===== config.mk =====
export PLATFORM = sky130hd
export DESIGN_NAME = cv32e40x_bch_resolve
export DESIGN_NICKNAME = d
export VERILOG_FILES = /design/src/rtl/cv32e40x_pkg.sv /design/src/rtl/cv32e40x_sat_counter.sv /design/src/rtl/cv32e40x_bch_resolve.sv
export SDC_FILE = /design/constraint.sdc
export NUM_CORES = 1
export LEC_CHECK = 0
export CORE_ASPECT_RATIO = 1.75
export CORE_MARGIN = 2
export CORE_UTILIZATION = 30
export CTS_CLUSTER_DIAMETER = 100
export DETAILED_ROUTE_END_ITERATION = 8
export PLACE_DENSITY_LB_ADDON = 0.1
export SLEW_MARGIN = 10
export SYNTH_ARGS = -nofsm -noshare
export SYNTH_HDL_FRONTEND = slang
export SYNTH_SLANG_ARGS = --single-unit

===== constraint.sdc =====
create_clock -name clk -period 11 [get_ports clk]
set_input_delay 1.65 -clock clk [delete_from_list [all_inputs] [get_ports clk]]
set_output_delay 1.65 -clock clk [all_outputs]
set_load 0.05 [all_outputs]

===== src/rtl/cv32e40x_pkg.sv =====
// Shared types and constants for the EX-stage branch resolution slice.
package cv32e40x_pkg;

    typedef enum logic [1:0] {
        BR_IDLE     = 2'd0,
        BR_PENDING  = 2'd1,
        BR_REDIRECT = 2'd2
    } bch_res_state_e;

    localparam logic [31:0] INSTR_LEN_32 = 32'd4;
    localparam logic [31:0] INSTR_LEN_16 = 32'd2;

endpackage


===== src/rtl/cv32e40x_sat_counter.sv =====
// Saturating up-counter with enable; holds at all-ones instead of wrapping.
module cv32e40x_sat_counter #(
    parameter int unsigned WIDTH = 16
) (
    input  logic             clk,
    input  logic             rst,
    input  logic             en_i,
    output logic [WIDTH-1:0] count_o
);

    logic [WIDTH-1:0] count_q;
    logic [WIDTH-1:0] count_d;

    always_comb begin
        count_d = count_q;
        if (en_i && (count_q != '1)) begin
            count_d = count_q + 1'b1;
        end
    end

    always_ff @(posedge clk or posedge rst) begin
        if (rst) begin
            count_q <= '0;
        end else begin
            count_q <= count_d;
        end
    end

    assign count_o = count_q;

endmodule


===== src/rtl/cv32e40x_bch_resolve.sv =====
// Tracks one statically predicted branch from ID into EX and issues a
// registered PC redirect plus IF/ID flush when the ALU outcome disagrees.
module cv32e40x_bch_resolve
    import cv32e40x_pkg::*;
#(
    parameter int unsigned CNT_WIDTH = 16
) (
    input  logic                 clk,
    input  logic                 rst,
    input  logic                 id_bch_valid_i,
    output logic                 id_bch_ready_o,
    input  logic                 id_bch_prediction_i,
    input  logic [31:0]          id_bch_target_i,
    input  logic [31:0]          id_pc_i,
    input  logic                 id_is_compressed_i,
    input  logic                 ex_resolve_valid_i,
    input  logic                 ex_bch_taken_i,
    input  logic                 kill_i,
    output logic                 redirect_valid_o,
    input  logic                 redirect_ready_i,
    output logic [31:0]          redirect_pc_o,
    output logic                 flush_id_o,
    output logic [CNT_WIDTH-1:0] bch_count_o,
    output logic [CNT_WIDTH-1:0] mispredict_count_o
);

    bch_res_state_e state_q, state_d;

    logic        pred_q, pred_d;
    logic [31:0] target_q, target_d;
    logic [31:0] fallthru_q, fallthru_d;
    logic [31:0] redirect_pc_q, redirect_pc_d;

    logic        capture;
    logic        resolve;
    logic        mispredict;
    logic [31:0] fallthru;

    assign fallthru   = id_pc_i + (id_is_compressed_i ? INSTR_LEN_16 : INSTR_LEN_32);
    assign capture    = (state_q == BR_IDLE) && id_bch_valid_i && !kill_i;
    assign resolve    = (state_q == BR_PENDING) && ex_resolve_valid_i && !kill_i;
    assign mispredict = resolve && (ex_bch_taken_i != pred_q);

    always_ff @(posedge clk or posedge rst) begin
        if (rst) begin
            state_q <= BR_IDLE;
        end else begin
            state_q <= state_d;
        end
    end

    always_comb begin
        state_d = state_q;
        if (kill_i) begin
            state_d = BR_IDLE;
        end else begin
            unique case (state_q)
                BR_IDLE: begin
                    if (id_bch_valid_i) state_d = BR_PENDING;
                end
                BR_PENDING: begin
                    if (ex_resolve_valid_i) begin
                        state_d = (ex_bch_taken_i != pred_q) ? BR_REDIRECT : BR_IDLE;
                    end
                end
                BR_REDIRECT: begin
                    if (redirect_ready_i) state_d = BR_IDLE;
                end
                default: state_d = BR_IDLE;
            endcase
        end
    end

    always_comb begin
        id_bch_ready_o   = 1'b0;
        redirect_valid_o = 1'b0;
        flush_id_o       = 1'b0;
        redirect_pc_o    = '0;
        unique case (state_q)
            BR_IDLE: id_bch_ready_o = 1'b1;
            BR_PENDING: ;
            BR_REDIRECT: begin
                redirect_valid_o = 1'b1;
                flush_id_o       = 1'b1;
                redirect_pc_o    = {redirect_pc_q[31:1], 1'b0};
            end
            default: ;
        endcase
    end

    always_comb begin
        pred_d        = pred_q;
        target_d      = target_q;
        fallthru_d    = fallthru_q;
        redirect_pc_d = redirect_pc_q;
        if (capture) begin
            pred_d     = id_bch_prediction_i;
            target_d   = id_bch_target_i;
            fallthru_d = fallthru;
        end
        // Latched here so redirect_pc_o only ever depends on registered state.
        if (mispredict) begin
            redirect_pc_d = ex_bch_taken_i ? target_q : fallthru_q;
        end
    end

    always_ff @(posedge clk or posedge rst) begin
        if (rst) begin
            pred_q        <= 1'b0;
            target_q      <= '0;
            fallthru_q    <= '0;
            redirect_pc_q <= '0;
        end else begin
            pred_q        <= pred_d;
            target_q      <= target_d;
            fallthru_q    <= fallthru_d;
            redirect_pc_q <= redirect_pc_d;
        end
    end

    cv32e40x_sat_counter #(
        .WIDTH (CNT_WIDTH)
    ) u_bch_cnt (
        .clk     (clk),
        .rst     (rst),
        .en_i    (resolve),
        .count_o (bch_count_o)
    );

    cv32e40x_sat_counter #(
        .WIDTH (CNT_WIDTH)
    ) u_mispredict_cnt (
        .clk     (clk),
        .rst     (rst),
        .en_i    (mispredict),
        .count_o (mispredict_count_o)
    );

endmodule


==> After elaboration in Yosys (flattened, before gate mapping) <==
Index checks and enable logic that the tools add are counted.
{ "op_classes": {"addsub": 3, "mul": 0, "n_div": 0, "order_cmp": 0, "eq_ne": 8, "n_shift": 0, "n_mux": 11, "n_bitwise": 0, "n_reduce_logical": 10} }
{ "op_table": {"columns": ["op", "n"], "rows": [
  ["$mux 32", 2],
  ["$add 16x1->16 const B", 2],
  ["$add 32x3->32", 1],
  ["$ne 16x16->1 const B", 2],
  ["$mux 2", 5],
  ["$ne 3x3->1 const B", 3],
  ["$logic_and 1x1->1", 7],
  ["$pmux 2 s3", 1],
  ["$mux 3", 1],
  ["$reduce_and 3->1", 1],
  ["$eq 2x1->1 const B", 1],
  ["$eq 2x2->1 const B", 1],
  ["$logic_not 2->1", 1],
  ["$mux 1", 2],
  ["$logic_not 1->1", 1],
  ["$ne 1x1->1", 1]
]} }
{ "totals": {"ff_bits": 131, "latch_bits": 0, "ram_bits": 0, "mem_bits_ro": 0, "input_bits": 73, "output_inout_bits": 67, "wordCells": 39, "n_memories": 0} }

==> Depth between registers and ports, before layout <==
Gate-level depths: netlist of the first run.
{ "logic_depth": {"word_depth": 5, "mapped_depth": 7, "ltp_nobuf": 7} }

==> Hierarchy <==
From an unflattened synthesis of the first run, not the netlist that was laid out.
{ "hier_totals": {"hier_cells": 585, "hier_area_um2": 6341.1} }
{ "modules_own_cells": {"columns": ["module", "n_inst", "cells_each", "area_per_inst_um2", "seq_area_each_um2"], "rows": [
  ["cv32e40x_bch_resolve", 1, 443, 4729.5, 2402.3],
  ["cv32e40x_sat_counter", 2, 71, 805.8, 400.4]
]} }

==> Least setup slack after synthesis of the first run <==
Ideal clock, no wire load.
{ "synth_path": {"path_kind": "register to output", "startpoint": "register state_q[0]", "endpoint": "output port redirect_pc_o[23]", "arrival_time_ns": 1.777, "required_ns": 9.350, "slack_ns": 7.573, "stages_incl_launch_ff": 4, "path_buffers": 1, "cell_sequence": "dfrtp_1 > nor2b_1 > clkbuf_1 > and2_1"} }
{ "synth_between": {"elab_chain_len": 2} }
{ "synth_rtl": {"columns": ["item", "line", "rtl"], "rows": [
  ["start: declaration", "cv32e40x_bch_resolve.sv:27", "bch_res_state_e state_q, state_d;"],
  ["start signal: assignment", "cv32e40x_bch_resolve.sv:48", "state_q <= state_d;"],
  ["$eq 2x2->1", "cv32e40x_bch_resolve.sv:79", "unique case (state_q)"],
  ["$mux 32", "cv32e40x_bch_resolve.sv:79", null],
  ["end: declaration", "cv32e40x_bch_resolve.sv:21", "output logic [31:0] redirect_pc_o,"]
]} }
No other way between the ends.

==> Worst setup path after layout of the first run <==
{ "layout_path": {"startpoint": "register state_q[0]", "endpoint": "output port redirect_pc_o[8]"} }
The elaborated chain is that of the path after synthesis.

==> results of run 1 <==
==> kinds of logic (layout without fill, tap and decap cells) <==
family,after synthesis,in the layout,share of synthesized area (%)
other cells,1,2,0.0608
fa+ha+maj,5,5,1.14
buf+inv,33,177,2.43
simple gates,212,212,18.4
mux,67,67,11.7
compound gates,66,66,5.82
flops,128,128,51.9
xor+xnor,60,60,8.52
==> path summary, 6_finish.rpt <==
| check | startpoint | endpoint | slack (ns) | cells after the start |
|---|---|---|---|---|
| worst max-delay path | state_q[0] | redirect_pc_o[8] | 6.55 | 3 |
| worst min-delay path | redirect_pc_q[18] | redirect_pc_q[18] | 0.47 | 2 |
| worst max register to register | state_q[0] | target_q[5] | 8.86 | 3 |
| worst min register to register | redirect_pc_q[18] | redirect_pc_q[18] | 0.47 | 2 |
| max in group asynchronous | rst | redirect_pc_q[9] | 7.85 | 3 |
| min in group asynchronous | rst | u_mispredict_cnt.count_o[4] | 1.70 | 2 |
==> where the power goes <==
group | switching, uW | internal (uW)
clock | 207 | 384
combinational | 156 | 134
sequential | 72.4 | 590
==> cells in the final DEF (no fill, tap or decap), drive strengths merged, types with 15 or more instances in the layout <==
| cell type | netlist | layout |
|---|---|---|
| a21oi | 30 | 30 |
| and2 | 33 | 33 |
| and3 | 16 | 16 |
| clkbuf | 9 | 18 |
| clkdlybuf4s50 | 0 | 135 |
| dfrtp | 128 | 128 |
| mux2 | 36 | 36 |
| mux2i | 31 | 31 |
| nand2 | 47 | 47 |
| nand3 | 23 | 23 |
| nand4 | 15 | 15 |
| nor2 | 43 | 43 |
| o21ai | 32 | 32 |
| xnor2 | 31 | 31 |
| xor2 | 29 | 29 |
==> final cells by class <==
class | count | area [sq um] | area share, %
diodes | 1 | 2.50 | 0.0299
multi-input cells | 411 | 2830 | 33.7
clock inverters | 14 | 190 | 2.27
clock buffers | 18 | 439 | 5.24
repair buffers | 139 | 1380 | 16.5
well taps | 248 | 310 | 3.70
inverters | 6 | 25.0 | 0.299
flip-flops and latches | 128 | 3200 | 38.2
==> per-stage QoR <==
| step | power [uW] | cells | util [%] | area (sq um) | setup slack, ns |
|---|---|---|---|---|---|
| after floorplan | 851 | 572 | - | 6170 | 5.94 |
| after global placement | 954 | 932 | 38.3 | 7740 | 6.89 |
| after detailed placement | 968 | 932 | 38.3 | 7740 | 6.91 |
| after CTS | 1570 | 964 | 41.4 | 8370 | 6.45 |
| after global routing | 1640 | 965 | 41.5 | 8380 | 6.30 |
| final | 1540 | 965 | 41.5 | 8380 | 6.55 |
==> state kept, by name, summed over array words and instances, names as in the netlist <==
signal and count:
target_q 31, u_mispredict_cnt.count_o 16, redirect_pc_q 31, u_bch_cnt.count_o 16, fallthru_q 31, state_q 2, pred_q 1
==> critical path: stages (launching register included) <==
cell and delay (ns):
dfrtp_1 0.44, nor2b_2 0.85, and2_1 0.23, clkdlybuf4s50_1 0.86
==> metal layers <==
metal,vias up,GRT usage [%],part of all wire [%]
li1,2240,-,-
met5,-,0,0
met3,26,2.84,3.3
met1,2216,17.2,42
met4,0,7.23,3.1
met2,112,25.4,52
==> results.sh, run 1 <==
export IMPL_synth_area_per_cell_sq_um=10.8
export IMPL_antenna_found_initial=1
export IMPL_post_cts_resized=0
export IMPL_io_buffers=136
export IMPL_finalHoldViolCount=0
export IMPL_hpwlAfterDp_mm=11.2
export IMPL_status="finished, final reports clean"
export IMPL_drv_cap=0
export IMPL_fillers=1992
export IMPL_drc_errors=0
export IMPL_clock_sinks=128
export IMPL_fin_crit_sh_pct=40.5
export IMPL_synth_edf_count=0
export IMPL_p_per_area_nw_per_um2=184
export IMPL_critPathLaunchType="flop"
export IMPL_numCtsBuffers=17
export IMPL_p_leak_uw=0.00354
export IMPL_drt_wl_total_mm=15.3
export IMPL_synth_area_sq_um=6170
export IMPL_vias=4594
export IMPL_critPathArrivalTime_ns=2.80
export IMPL_cts_setup_buffers=0
export IMPL_synth_sequential_area_ratio_pct=51.9
export IMPL_clockRootBuffer="clkbuf_16"
export IMPL_synthTopCellsByArea="dfrtp_1 (52%), mux2_2 (6.4%), mux2i_1 (5.0%)"
export IMPL_grt_pass1_wl_mm=25.1
export IMPL_postSynthCellCount=572
export IMPL_first_iter_violations=211
export IMPL_die_y_microns=194
export IMPL_synthFlopType="dfrtp_1"
export IMPL_drt_pre_antenna_iters=5
export IMPL_synth_largest_area_cell="dfrtp_1"
export IMPL_yosysMostFrequentCell="dfrtp_1"
export IMPL_clk_path_buf_depth=2
export IMPL_overflow=0
export IMPL_htreeDepth=4
export IMPL_critPathRequiredTime_ns=9.35
export IMPL_die_x_microns=112
export IMPL_ios=140
export IMPL_synth_commonest_cells="dfrtp_1 (128), nand2_1 (47), nor2_1 (43), mux2_2 (35), and2_1 (33)"
export IMPL_cts_reportedPaths_clkPinSlew_ns=0.06
export IMPL_track_usage_pct=14.7
export IMPL_drv_slew=0
export IMPL_cts_tree="yes"
export IMPL_fin_hold_ws_ns=0.469
export IMPL_rsz0062_at_grt="false"
export IMPL_clock_skew_ns=0.00680
export IMPL_routabilityCongestion=0.824
export IMPL_coreArea_sq_um=20200
export IMPL_clock_latency_ns=0.41
export IMPL_worst_pin_slew_ns=1.07
export IMPL_dieArea_sq_um=21800
export IMPL_ys_types=43
export IMPL_yosysWarnings=0
export IMPL_synth_top_cell_area_share_pct=51.9
export IMPL_min_period_ns=4.45
export IMPL_setup_violations=0
export IMPL_synth_nets=650
export IMPL_critPathCaptureType="output pin"
export IMPL_wl_per_cell_microns=15.9
export IMPL_grt_pass1_vias=4755
export IMPL_start_util_pct=30.5
export IMPL_tns_ns=0
export IMPL_min_path_type="reg -> reg"
export IMPL_grt_max_degree=93
export IMPL_rows=69
export IMPL_ctsHoldBuffers=0
export IMPL_syn_to_final_growth_pct=35.8
export IMPL_viasPerCell=4.76
export IMPL_max_freq_ghz=0.225
export IMPL_async_reset_ff_share_pct=100
export IMPL_ir_drop_mv=0.117
export IMPL_ys_ff_latch=128
export IMPL_fin_nets=781
export IMPL_crit_path_max_fanout=34
export IMPL_setup_worst_path_class="reg -> out"
export IMPL_drive_above_1_share_pct=12.6
export IMPL_antenna_left=0
export IMPL_slew_limit_headroom_pct=28.3
(Power assumes the default switching activity.)
==> inputs of run 2 (changes only) <==
==> constraint.sdc (replaced) <==
create_clock -name clk -period 4.3 [get_ports clk]
set_input_delay 0.645 -clock clk [delete_from_list [all_inputs] [get_ports clk]]
set_output_delay 0.645 -clock clk [all_outputs]
set_load 0.05 [all_outputs]
==> results.sh, run 2 (synthesis gave the netlist of run 1 again) <==
export IMPL_ctsHoldBuffers=0
export IMPL_slew_limit_headroom_pct=52.9
export IMPL_drt_pre_antenna_iters=4
export IMPL_first_iter_violations=322
export IMPL_final_common_cell="clkdlybuf4s50_1"
export IMPL_htreeDepth=4
export IMPL_overflow=0
export IMPL_cts_reportedPaths_clkPinSlew_ns=0.06
export IMPL_drive_above_1_share_pct=12.6
export IMPL_critPathArrivalTime_ns=2.31
export IMPL_max_freq_ghz=0.338
export IMPL_p_leak_uw=0.00351
export IMPL_syn_to_final_growth_pct=35.0
export IMPL_critPathLaunchType="flop"
export IMPL_vias=4505
export IMPL_setup_violations=0
export IMPL_io_buffers=136
export IMPL_viasPerCell=4.67
export IMPL_antenna_found_initial=0
export IMPL_wl_per_cell_microns=15.9
export IMPL_drv_slew=0
export IMPL_hpwlAfterDp_mm=11.3
export IMPL_drt_wl_total_mm=15.3
export IMPL_crit_path_max_fanout=34
export IMPL_ios=140
export IMPL_preCtsSetupSlack_ns=1.45
export IMPL_cts_tree="yes"
export IMPL_worst_pin_slew_ns=0.707
export IMPL_finalHoldViolCount=0
export IMPL_critPathBufInv=2
export IMPL_crit_path_max_incr_delay_ns=0.81
export IMPL_fin_nets=783
export IMPL_clk_path_buf_depth=2
export IMPL_rows=69
export IMPL_drc_errors=0
export IMPL_layoutNonFillerInstCount=965
export IMPL_ir_drop_mv=0.284
export IMPL_numCtsBuffers=17
export IMPL_post_cts_resized=0
export IMPL_min_path_type="reg -> reg"
export IMPL_antenna_left=0
export IMPL_min_period_ns=2.96
export IMPL_fin_crit_sh_pct=68.8
export IMPL_track_usage_pct=14.6
export IMPL_dieArea_sq_um=21800
export IMPL_antenna_cells=0
export IMPL_mostFrequentLayoutCells="clkdlybuf4s50_1 (135), dfrtp_1 (128), nand2_1 (47)"
export IMPL_setup_worst_path_class="reg -> out"
export IMPL_cts_setup_buffers=0
export IMPL_critPathRequiredTime_ns=3.65
export IMPL_p_per_area_nw_per_um2=453
export IMPL_routabilityCongestion=0.834
export IMPL_grt_max_degree=93
export IMPL_tns_ns=0
export IMPL_clock_latency_ns=0.41
export IMPL_reg_top3="fallthru_q x31, redirect_pc_q x31, target_q x31"
export IMPL_critPathSlowestCell="clkdlybuf4s50_1"
export IMPL_critPathCaptureType="output pin"
export IMPL_cp_top_family="buffers and inverters"
export IMPL_coreArea_sq_um=20200
export IMPL_die_y_microns=194
export IMPL_clock_skew_ns=0.00754
export IMPL_rsz0062_at_grt="false"
export IMPL_start_util_pct=30.5
export IMPL_grt_pass1_vias=4701
export IMPL_clock_sinks=128
export IMPL_clockRootBuffer="clkbuf_16"
export IMPL_status="finished, final reports clean"
export IMPL_place_inst=934
export IMPL_finalWorstSetupSlack_ns=1.34
export IMPL_drv_cap=0
export IMPL_die_x_microns=112
export IMPL_worstPathCellList="nor2b_2 > buf_4 > and2_1 > clkdlybuf4s50_1"
export IMPL_grt_pass1_wl_mm=25.1
## run 2: worst reg2reg max path: stages, from the launching register on
cell and delay (ns):
dfrtp_1 0.40, ha_1 0.21, nand3_2 0.11, or3_1 0.51, o21ai_4 0.38, mux2_4 0.34
## run 2: worst paths after layout
| kind | startpoint | end | slack [ns] | depth (start not counted) |
|---|---|---|---|---|
| setup / recovery | state_q[0] | redirect_pc_o[20] | 1.34 | 4 |
| hold / removal | redirect_pc_q[17] | redirect_pc_q[17] | 0.47 | 2 |
| setup reg to reg | u_mispredict_cnt.count_o[0] | u_mispredict_cnt.count_o[1] | 2.23 | 5 |
| hold reg to reg | redirect_pc_q[17] | redirect_pc_q[17] | 0.47 | 2 |
| max in group asynchronous | rst | target_q[2] | 2.69 | 3 |
| min in group asynchronous | rst | u_mispredict_cnt.count_o[13] | 0.69 | 2 |
## run 2: power by group
group	switching, uW	total (uW)	internal (uW)	leakage [uW]
logic	401	745	345	0.00169
clock network	539	1330	792	0.000262
registers	185	1690	1510	0.00156
## run 2: cell type report
| cell class | instances | area, sq um |
|---|---|---|
| Fill cell | 2036 | 11900 |
| Sequential cell | 128 | 3200 |
| Multi-Input combinational cell | 411 | 2830 |
| Timing Repair Buffer | 141 | 1420 |
| Clock buffer | 18 | 429 |
| Tap cell | 248 | 310 |
| Clock inverter | 13 | 116 |
| Inverter | 6 | 25.0 |
## run 2: layer usage
metal / routed length, microns / up-vias / global-route usage [%]
met5: 0 / - / 0
li1: - / 2237 / -
met2: 8050 / 100 / 25.8
met1: 6620 / 2156 / 17.4
met3: 461 / 12 / 2.69
met4: 211 / 0 / 5.65
## run 2: through the flow
stage / instance area, sq um / hold WS [ns] / power, uW / utilization (%)
2_1_floorplan: 6170 / 0.442 / 2180 / -
3_3_place_gp: 7780 / 0.456 / 2450 / 38.5
3_5_place_dp: 7780 / 0.465 / 2480 / 38.5
4_1_cts: 8330 / 0.477 / 3840 / 41.2
5_1_grt: 8330 / 0.497 / 4000 / 41.2
6_report: 8330 / 0.468 / 3770 / 41.2
==> inputs of run 3 (changes only) <==
==> constraint.sdc (replaced) <==
create_clock -name clk -period 3.05 [get_ports clk]
set_input_delay 0.4575 -clock clk [delete_from_list [all_inputs] [get_ports clk]]
set_output_delay 0.4575 -clock clk [all_outputs]
set_load 0.05 [all_outputs]
==> results.sh, run 3 (synthesis gave the netlist of run 1 again) <==
export IMPL_finalPower_uw=5340
export IMPL_reg_top3="fallthru_q x31, redirect_pc_q x31, target_q x31"
export IMPL_antenna_cells=0
export IMPL_rsz0062_at_grt="false"
export IMPL_vias=4576
export IMPL_met2_usage_pct=24.9
export IMPL_numCtsBuffers=17
export IMPL_fin_crit_sh_pct=91.0
export IMPL_critPathRequiredTime_ns=2.59
export IMPL_setup_violations=0
export IMPL_rows=69
export IMPL_critPathCaptureType="output pin"
export IMPL_drt_pre_antenna_iters=5
export IMPL_p_per_area_nw_per_um2=637
export IMPL_min_path_type="reg -> reg"
export IMPL_critPathBufInv=2
export IMPL_max_freq_ghz=0.360
export IMPL_register_area_sq_um=3200
export IMPL_min_period_ns=2.78
export IMPL_first_iter_violations=198
export IMPL_cp_top_family="buffers and inverters"
export IMPL_place_inst=937
export IMPL_wl_per_cell_microns=16.0
export IMPL_grt_pass1_wl_mm=25.0
export IMPL_post_cts_resized=0
export IMPL_critPathLaunchType="flop"
export IMPL_overflow=0
export IMPL_worst_pin_slew_ns=0.639
export IMPL_coreArea_sq_um=20200
export IMPL_cts_tree="yes"
export IMPL_finalHoldViolCount=0
export IMPL_fin_nets=786
export IMPL_busiest_layer="met2"
export IMPL_viasPerCell=4.72
export IMPL_grt_pass1_vias=4770
export IMPL_multiInputGateArea_sq_um=2830
export IMPL_clock_sinks=128
export IMPL_clock_skew_ns=0.00757
export IMPL_clk_path_buf_depth=2
export IMPL_p_leak_uw=0.00352
export IMPL_layoutNonFillerInstCount=969
export IMPL_grt_max_degree=93
export IMPL_syn_to_final_growth_pct=35.9
export IMPL_mostFrequentLayoutCells="clkdlybuf4s50_1 (135), dfrtp_1 (128), nand2_1 (47)"
export IMPL_grtUsageMet1_pct=17.5
export IMPL_crit_path_max_incr_delay_ns=0.85
export IMPL_routabilityCongestion=0.807
export IMPL_ir_drop_mv=0.446
export IMPL_die_x_microns=112
export IMPL_crit_path_max_fanout=34
export IMPL_timing_reg2reg_setup_slack_ns=0.96
export IMPL_antenna_found_initial=0
export IMPL_tns_ns=0
export IMPL_cts_reportedPaths_clkPinSlew_ns=0.06
export IMPL_track_usage_pct=14.5
export IMPL_drc_errors=0
export IMPL_critPathSlowestCell="clkdlybuf4s50_1"
export IMPL_worstPathCellList="nor2b_2 > buf_4 > and2_1 > clkdlybuf4s50_1"
export IMPL_setup_worst_path_class="reg -> out"
export IMPL_dieArea_sq_um=21800
export IMPL_groute_layer_met3_usage_pct=3.09
export IMPL_ios=140
export IMPL_start_util_pct=30.5
export IMPL_ctsHoldBuffers=0
export IMPL_rr_worst_depth=5
export IMPL_drive_above_1_share_pct=13.2
export IMPL_critPathArrivalTime_ns=2.32
export IMPL_final_common_cell="clkdlybuf4s50_1"
export IMPL_hpwlAfterDp_mm=11.4
export IMPL_status="finished, final reports clean"
export IMPL_r2r_end="u_mispredict_cnt.count_o[1]"
export IMPL_slew_limit_headroom_pct=57.3
export IMPL_drv_slew=0
export IMPL_hold_path_endpoint="redirect_pc_q[14]"
export IMPL_antenna_left=0
export IMPL_fillers=2020
export IMPL_cts_setup_buffers=0
export IMPL_reg2reg_from="u_mispredict_cnt.count_o[1]"
export IMPL_hold_depth=2
export IMPL_clock_latency_ns=0.41
export IMPL_die_y_microns=194
export IMPL_hold_start="redirect_pc_q[14]"
export IMPL_drt_wl_total_mm=15.5
export IMPL_io_buffers=136
export IMPL_htreeDepth=4
export IMPL_clockRootBuffer="clkbuf_16"
export IMPL_drv_cap=0
## run 3: changes by cell type in the layout (fill, tap and decap cells not counted)
cell        previous run  this run
clkinvlp_4             3         7
clkinv_4               3         1
clkinv_2               4         2
clkbuf_1               1         0
clkbuf_8               0         4
buf_4                  3         5
inv_4                  1         0
bufinv_16              1         0
buf_12                 2         3
## run 3: stage by stage
stage	hold slack, ns	utilization [%]	area (sq um)	worst slack [ns]
after floorplan	0.442	-	6170	0.816
after global placement	0.454	38.7	7820	0.460
after detailed placement	0.464	38.7	7820	0.450
after CTS	0.476	41.5	8380	0.203
after global routing	0.504	41.5	8380	0.161
final	0.469	41.5	8380	0.274
## run 3: layout make-up
| cell class | count | share of cell area (%) |
|---|---|---|
| clock inverters | 11 | 0.970 |
| flip-flops and latches | 128 | 38.2 |
| well taps | 248 | 3.70 |
| multi-input cells | 411 | 33.7 |
| repair buffers | 144 | 17.3 |
| clock buffers | 21 | 5.73 |
| inverters | 6 | 0.313 |
## run 3: power by group
group	total, uW	switching (uW)	leakage, uW	internal, uW
Clock	1890	761	0.000260	1130
Sequential	2390	262	0.00156	2130
Combinational	1060	568	0.00170	491
## run 3: worst max-delay path by stage
stage                             startpoint                 to  slack (ns)  depth (start not counted)
after floorplan                   state_q[0]  redirect_pc_o[23]        0.82                          3
after global placement    id_is_compressed_i     fallthru_q[27]        0.46                          8
after detailed placement  id_is_compressed_i     fallthru_q[27]        0.45                          8
final                             state_q[0]  redirect_pc_o[22]        0.27                          4
after global routing              state_q[0]  redirect_pc_o[13]        0.16                          4
after CTS                         state_q[0]  redirect_pc_o[22]        0.20                          4
## run 3: routing by layer
| metal | vias to the layer above | wire (microns) | part of all wire, % |
|---|---|---|---|
| met5 | - | 0 | 0 |
| met4 | 0 | 282 | 1.8 |
| met3 | 22 | 631 | 4.1 |
| met2 | 118 | 7970 | 51 |
| met1 | 2194 | 6600 | 43 |
| li1 | 2242 | - | - |
## run 3: worst reg2reg max path, cell delays in order, from the launching register on
cell and delay [ns]:
dfrtp_1 0.41, ha_1 0.22, nand3_2 0.12, or3_1 0.52
o21ai_4 0.37, mux2_4 0.34
